### config.mk
export PLATFORM = sky130hd
export DESIGN_NAME = lif_neuron_multi
export DESIGN_NICKNAME = d
export VERILOG_FILES = /design/src/rtl/lif_pkg.sv /design/src/rtl/lif_syn_sum.sv /design/src/rtl/lif_neuron_multi.sv
export SDC_FILE = /design/constraint.sdc
export NUM_CORES = 1
export LEC_CHECK = 0
export ABC_AREA = 1
export CAP_MARGIN = 20
export CORE_MARGIN = 5
export CORE_UTILIZATION = 35
export DETAILED_ROUTE_END_ITERATION = 12
export GPL_TIMING_DRIVEN = 0
export HOLD_SLACK_MARGIN = 0.02
export PLACE_DENSITY_LB_ADDON = 0.08
export SETUP_SLACK_MARGIN = 0.3
export SYNTH_ARGS = -nofsm -noshare
export SYNTH_HDL_FRONTEND = slang
export SYNTH_SLANG_ARGS = --single-unit
### constraint.sdc
create_clock -name clk -period 7.1 [get_ports clk]
set_clock_uncertainty 0.05 [all_clocks]
set_input_delay 1.42 -clock clk [delete_from_list [all_inputs] [get_ports clk]]
set_output_delay 1.42 -clock clk [all_outputs]
set_load 0.01 [all_outputs]
### src/rtl/lif_pkg.sv
// rtl/lif_pkg.sv - shared state encoding, default constants and helpers for the LIF neuron
package lif_pkg;

    typedef enum logic {
        ST_INTEGRATE  = 1'b0,
        ST_REFRACTORY = 1'b1
    } lif_state_t;

    localparam int DEF_V_SIZE     = 8;
    localparam int DEF_N_IN       = 4;
    localparam int DEF_THRESHOLD  = 64;
    localparam int DEF_V_LEAK     = 1;
    localparam int DEF_REFRAC     = 2;
    localparam int DEF_RESET_MODE = 0;

    // Largest membrane voltage representable in V_SIZE-1 unsigned bits.
    function automatic int vmax(input int v_size);
        return (1 << (v_size - 1)) - 1;
    endfunction

    // A zero-length refractory period still needs a one-bit counter.
    function automatic int cnt_width(input int refrac);
        return (refrac > 0) ? $clog2(refrac + 1) : 1;
    endfunction

endpackage

### src/rtl/lif_syn_sum.sv
// rtl/lif_syn_sum.sv - combinational saturating sum of the weights of spiking synapses
module lif_syn_sum
    import lif_pkg::*;
#(
    parameter int V_SIZE = DEF_V_SIZE,
    parameter int N_IN   = DEF_N_IN
) (
    input  logic [N_IN-1:0]        spike_in,
    input  logic [N_IN*V_SIZE-1:0] weights,
    output logic [V_SIZE-1:0]      syn_sum
);

    localparam logic signed [V_SIZE:0] C_SMAX = (V_SIZE+1)'(vmax(V_SIZE));
    localparam logic signed [V_SIZE:0] C_SMIN = ~C_SMAX;

    logic signed [V_SIZE:0]   w_acc;
    logic signed [V_SIZE-1:0] w_wt;

    // One guard bit keeps each partial sum exact before it is clipped back.
    always_comb begin
        w_acc = '0;
        w_wt  = '0;
        for (int i = 0; i < N_IN; i++) begin
            w_wt = $signed(weights[i*V_SIZE +: V_SIZE]);
            if (spike_in[i]) begin
                w_acc = w_acc + (V_SIZE+1)'(w_wt);
                if (w_acc > C_SMAX) begin
                    w_acc = C_SMAX;
                end else if (w_acc < C_SMIN) begin
                    w_acc = C_SMIN;
                end
            end
        end
    end

    assign syn_sum = w_acc[V_SIZE-1:0];

endmodule

### src/rtl/lif_neuron_multi.sv
// rtl/lif_neuron_multi.sv - multi-input leaky integrate-and-fire neuron with refractory period
module lif_neuron_multi
    import lif_pkg::*;
#(
    parameter int V_SIZE     = DEF_V_SIZE,
    parameter int N_IN       = DEF_N_IN,
    parameter int THRESHOLD  = DEF_THRESHOLD,
    parameter int V_LEAK     = DEF_V_LEAK,
    parameter int REFRAC     = DEF_REFRAC,
    parameter int RESET_MODE = DEF_RESET_MODE
) (
    input  logic                   clk,
    input  logic                   rstn,
    input  logic                   en,
    input  logic [N_IN-1:0]        spike_in,
    input  logic [N_IN*V_SIZE-1:0] weights,
    output logic                   spike_out,
    output logic [V_SIZE-2:0]      voltage,
    output logic                   refrac_busy
);

    localparam int                     CW       = cnt_width(REFRAC);
    localparam logic signed [V_SIZE:0] C_LEAK   = (V_SIZE+1)'(V_LEAK);
    localparam logic signed [V_SIZE:0] C_VMAX   = (V_SIZE+1)'(vmax(V_SIZE));
    localparam logic [V_SIZE-2:0]      C_THR    = (V_SIZE-1)'(THRESHOLD);
    localparam logic [CW-1:0]          C_REFRAC = CW'(REFRAC);

    lif_state_t              r_state, w_state_nxt;
    logic [V_SIZE-2:0]       r_voltage, w_voltage_nxt;
    logic [CW-1:0]           r_cnt, w_cnt_nxt;
    logic                    r_spike, w_spike_nxt;

    logic [V_SIZE-1:0]       w_syn_sum;
    logic signed [V_SIZE:0]  w_raw;
    logic [V_SIZE-2:0]       w_next;

    lif_syn_sum #(
        .V_SIZE (V_SIZE),
        .N_IN   (N_IN)
    ) u_syn_sum (
        .spike_in (spike_in),
        .weights  (weights),
        .syn_sum  (w_syn_sum)
    );

    // Voltage is non-negative, so zero-extend it; the synaptic sum is signed.
    assign w_raw = $signed({2'b00, r_voltage})
                 + (V_SIZE+1)'($signed(w_syn_sum))
                 - C_LEAK;

    always_comb begin
        w_next = w_raw[V_SIZE-2:0];
        if (w_raw[V_SIZE]) begin
            w_next = '0;
        end else if (w_raw > C_VMAX) begin
            w_next = '1;
        end
    end

    always_comb begin
        w_state_nxt   = r_state;
        w_voltage_nxt = r_voltage;
        w_cnt_nxt     = r_cnt;
        w_spike_nxt   = 1'b0;
        if (en) begin
            case (r_state)
                ST_INTEGRATE: begin
                    if (w_next >= C_THR) begin
                        w_spike_nxt   = 1'b1;
                        w_voltage_nxt = (RESET_MODE == 1) ? (w_next - C_THR) : '0;
                        w_cnt_nxt     = C_REFRAC;
                        w_state_nxt   = (REFRAC > 0) ? ST_REFRACTORY : ST_INTEGRATE;
                    end else begin
                        w_voltage_nxt = w_next;
                    end
                end
                ST_REFRACTORY: begin
                    // Inputs and leak are ignored; only the countdown advances.
                    if (r_cnt != '0) begin
                        w_cnt_nxt = r_cnt - 1'b1;
                    end
                    if (r_cnt <= CW'(1)) begin
                        w_state_nxt = ST_INTEGRATE;
                    end
                end
                default: begin
                    w_state_nxt = ST_INTEGRATE;
                end
            endcase
        end
    end

    always_ff @(posedge clk or negedge rstn) begin
        if (!rstn) begin
            r_state   <= ST_INTEGRATE;
            r_voltage <= '0;
            r_cnt     <= '0;
            r_spike   <= 1'b0;
        end else begin
            r_state   <= w_state_nxt;
            r_voltage <= w_voltage_nxt;
            r_cnt     <= w_cnt_nxt;
            r_spike   <= w_spike_nxt;
        end
    end

    assign spike_out   = r_spike;
    assign voltage     = r_voltage;
    assign refrac_busy = (r_state == ST_REFRACTORY);

endmodule

==> summary.md <==
| Metric | Value |
|---|---|
| Full die area | 0.00898 mm2 |
| Setup TNS | -7550 ps |
| Area Growth Syn to Fin | 76.2% |
| Highest clock rate | 127 MHz |
| Sequential area share after synthesis | a little over a tenth |
| Placed Area | 0.00321 mm2 |
| Vias in the first global route | a little under 3000 |
| Clock-pin slew on the worst setup and hold paths | around 50 ps |
| Slowest cell on crit path | fa_2 |
| Core footprint | 0.00691 mm2 |
| Die Height | around 95 um |
| Clock latency on the worst-skew pair | 240 ps |
| Largest family of logic cells by synthesized area | simple AND/OR/NAND/NOR gates |
| First-pass GRT wire length | 12600 um |
| Cell taking the most area after synthesis | ha_1 |
| Synth top area cells | ha_1 (20%), nand2_1 (16%), inv_1 (14%) |
| Final cycle utilization of the critical path | 111% |
| Post-DP HPWL | 5390 um |
| Mean Syn Cell Area | 6.09 um2 |
| Syn_nets | 496 |
| Commonest non-fill, non-tap cell in the layout | nand2_1 |
| Critical Path AT | 7960 ps |
| Remaining antenna violation count after routing | 0 |
| FF-to-FF End | r_cnt[0]$_DFFE_PN0P_ |
| Grt met2 use | 29.7% |
| Sink Count | 11 |
| Slew Limit Fails | 0 |
| Worst reg-to-reg path cell count | 16 |
| Adder-cell share of the synthesized area | 23.1% |
| Routed wire length | 7450 um |
| Multiplexer share of the synthesized area | 0% |
| Worst Setup End Kind | flip-flop |
| Critical path depth | 58 |
| Post-route DRC | 0 |
| Critical path class | primary input to flip-flop |
| Root Buffer | clkbuf_8 |
| Most frequent cells in the layout | nand2_1 (74), inv_1 (65), buf_4 (57) |
| Leakage Power | 0.00216 uW |
| Slew headroom | between 50% and 60% |
| Layout net count | 607 |
| Row cnt | 30 |
| Final Cell Area | 0.00443 mm2 |
| Drt wl/cell | 12.0 um |
| H-tree depth | 1 |
| Largest net degree at the start of global routing | 12 |
| Tmin final | 7890 ps |
| Failing checks | setup timing |
| Max-cap check violation count | 0 |
| Vias post-DR | 2930 |
| Fin util | 64.1% |
| Worst Setup EP | r_cnt[0]$_DFFE_PN0P_ |
| Synth Area in Compound Gates | 15.0% |
| Share of cells above drive strength 1 | 44.4% |
| Crit-path max cell delay | 420 ps |
| Most Crowded Layer GR | met2 |
| DRT iter0 DRCs | 83 |
| Routability cong. | a little under 0.8 |
| Slew at the pin with the worst max-slew slack | 667 ps |
| IO buf count | 44 |
| Final worst slack | -785 ps |
| All-layer global routing usage | between 10% and 20% |
| R2R Setup Slk | 4620 ps |
| N_diodes | 0 |
| CTS Buf Count | 3 |
| Buf+Inv Stages, Crit Path | 13 |
| Initial Util | a little over a third |
| Xor-xnor portion of the synthesized cell area | under 10% |
| Final Hold Violating Endpoints | 0 |
| DR pass1 iterations | 4 |
| PD cells | 280 mW/mm2 |
| RSZ-0062 raised after global routing | true |
| Initial antenna violation count | 0 |
| I/O pin count | 48 |
| Total power draw | 1240 uW |
| Status | complete, but fails checks |
| CTS Buffer Depth | 2 |
| Worst Hold Class | flip-flop to flip-flop |
| Critical Path Start | spike_in[0] |
| Syn Inst Count | 413 |
| Post-synthesis register bit count | 11 |
| Die X | approximately 95 um |
| Netlist cell types | 33 |
| Post-Synth Simple-Gate Area | between 30 and 40% |
| Worst R2R Start | voltage[1]$_DFFE_PN0P_ |
| Top cell type's share of synthesized area | 19.9% |
| CP top delay family | adder cells |
| Netlist Area Pre-Place | 0.00251 mm2 |
| WP data required | 7170 ps |
| Met3 usage | 0.956% |
| Overflow after GRT | 0 |
| Most common cell type on the critical path | nand2_2 |
| DR vias/cell | approximately 4.7 |
| Final setup violation count | 10 |
| Post-CTS Hold Fix Bufs | 0 |
| CTS tree | yes |
| Nature of the critical path startpoint | primary input |
| Crit path max fanout | 6 |
| Worst VDD drop | 0.000116 V |
| M1 GR Usage | 22.6% |
| Warnings from Yosys | 0 |
==> metal layers <==
metal  share of wire (%)  vias up  wire (um)
met3                 2.7        7        202
met5                   0        -          0
li1                    -     1534          -
met4                0.81        0         60
met1                  45     1348       3390
met2                  51       41       3800
==> worst register-to-register path, delay by kind of cell, from the launching register on <==
kind                     cells  cell delay [ps]
AO/OA/AOI/OAI                3              360
XOR/XNOR                     1              150
adder cells (fa/ha/maj)      3              780
buffers and inverters        2              130
flip-flops                   1              350
AND/OR/NAND/NOR              7              530
==> Yosys cell counts <==
cell,n
nor3_1,2
o311ai_0,1
nand2_2,1
a21oi_1,24
a31oi_1,1
nand3b_1,2
buf_2,2
o21ai_0,22
dfrtp_1,11
o21bai_1,1
xnor2_1,4
inv_1,94
nor4_1,1
a211oi_1,1
or2_2,8
a21oi_2,3
inv_2,1
fa_1,4
o211ai_1,1
ha_1,40
nand2_1,108
o31ai_1,1
o21ai_2,1
o21ai_1,5
nand3_2,6
nor2_1,18
clkbuf_1,1
xor2_1,8
a21o_1,1
nand3_1,33
o22ai_1,3
nand4_1,3
a21oi_4,1
==> worst min path at each step <==
stage / start / to / slack [ps] / cells past startpoint
4_1_cts: voltage[2]$_DFFE_PN0P_ / voltage[2]$_DFFE_PN0P_ / 510 / 2
6_report: voltage[2]$_DFFE_PN0P_ / voltage[2]$_DFFE_PN0P_ / 510 / 2
5_1_grt: voltage[2]$_DFFE_PN0P_ / voltage[2]$_DFFE_PN0P_ / 540 / 2
3_5_place_dp: voltage[1]$_DFFE_PN0P_ / voltage[1]$_DFFE_PN0P_ / 500 / 2
3_3_place_gp: r_cnt[1]$_DFFE_PN0P_ / r_cnt[1]$_DFFE_PN0P_ / 490 / 2
2_1_floorplan: r_cnt[1]$_DFFE_PN0P_ / r_cnt[1]$_DFFE_PN0P_ / 460 / 2
==> metrics by stage <==
stage,hold WS (ps),setup WS (ps),instances
3_3_place_gp,490,-2010,553
6_report,509,-785,619
4_1_cts,510,-887,600
2_1_floorplan,462,-713,413
5_1_grt,542,-1280,619
3_5_place_dp,499,-2090,553
==> layout make-up <==
type,instances,area (um2)
clock buffer,4,45.0
tap,96,120
inverter,95,364
sequential,11,275
fill,623,2480
timing repair buffer,106,910
multi-input combinational,304,2680
buffer,3,35.0
==> power breakdown <==
| part | switching [uW] | internal [uW] | total (uW) |
|---|---|---|---|
| sequential | 9.31 | 79.3 | 88.6 |
| clock | 23.5 | 39.4 | 62.9 |
| combinational | 573 | 514 | 1090 |
==> flip-flops by register name (all words and copies together), names as in the netlist <==
name	flops
spike_out	1
refrac_busy	1
voltage	7
r_cnt	2
==> repair_timing <==
action,CTS,global route
pin swaps,79,44
gates resized for setup,127,48
buffers inserted,43,19
setup endpoints to repair,10,10
==> cell families (layout without fill, tap and decap cells) <==
group,count (synthesis),count (layout)
AND/OR/NAND/NOR,182,182
AO/OA/AOI/OAI,66,66
XOR/XNOR,12,12
buffers and inverters,98,208
flip-flops,11,11
adder cells (fa/ha/maj),44,44
Note: power is estimated with default switching activity, not from simulation.
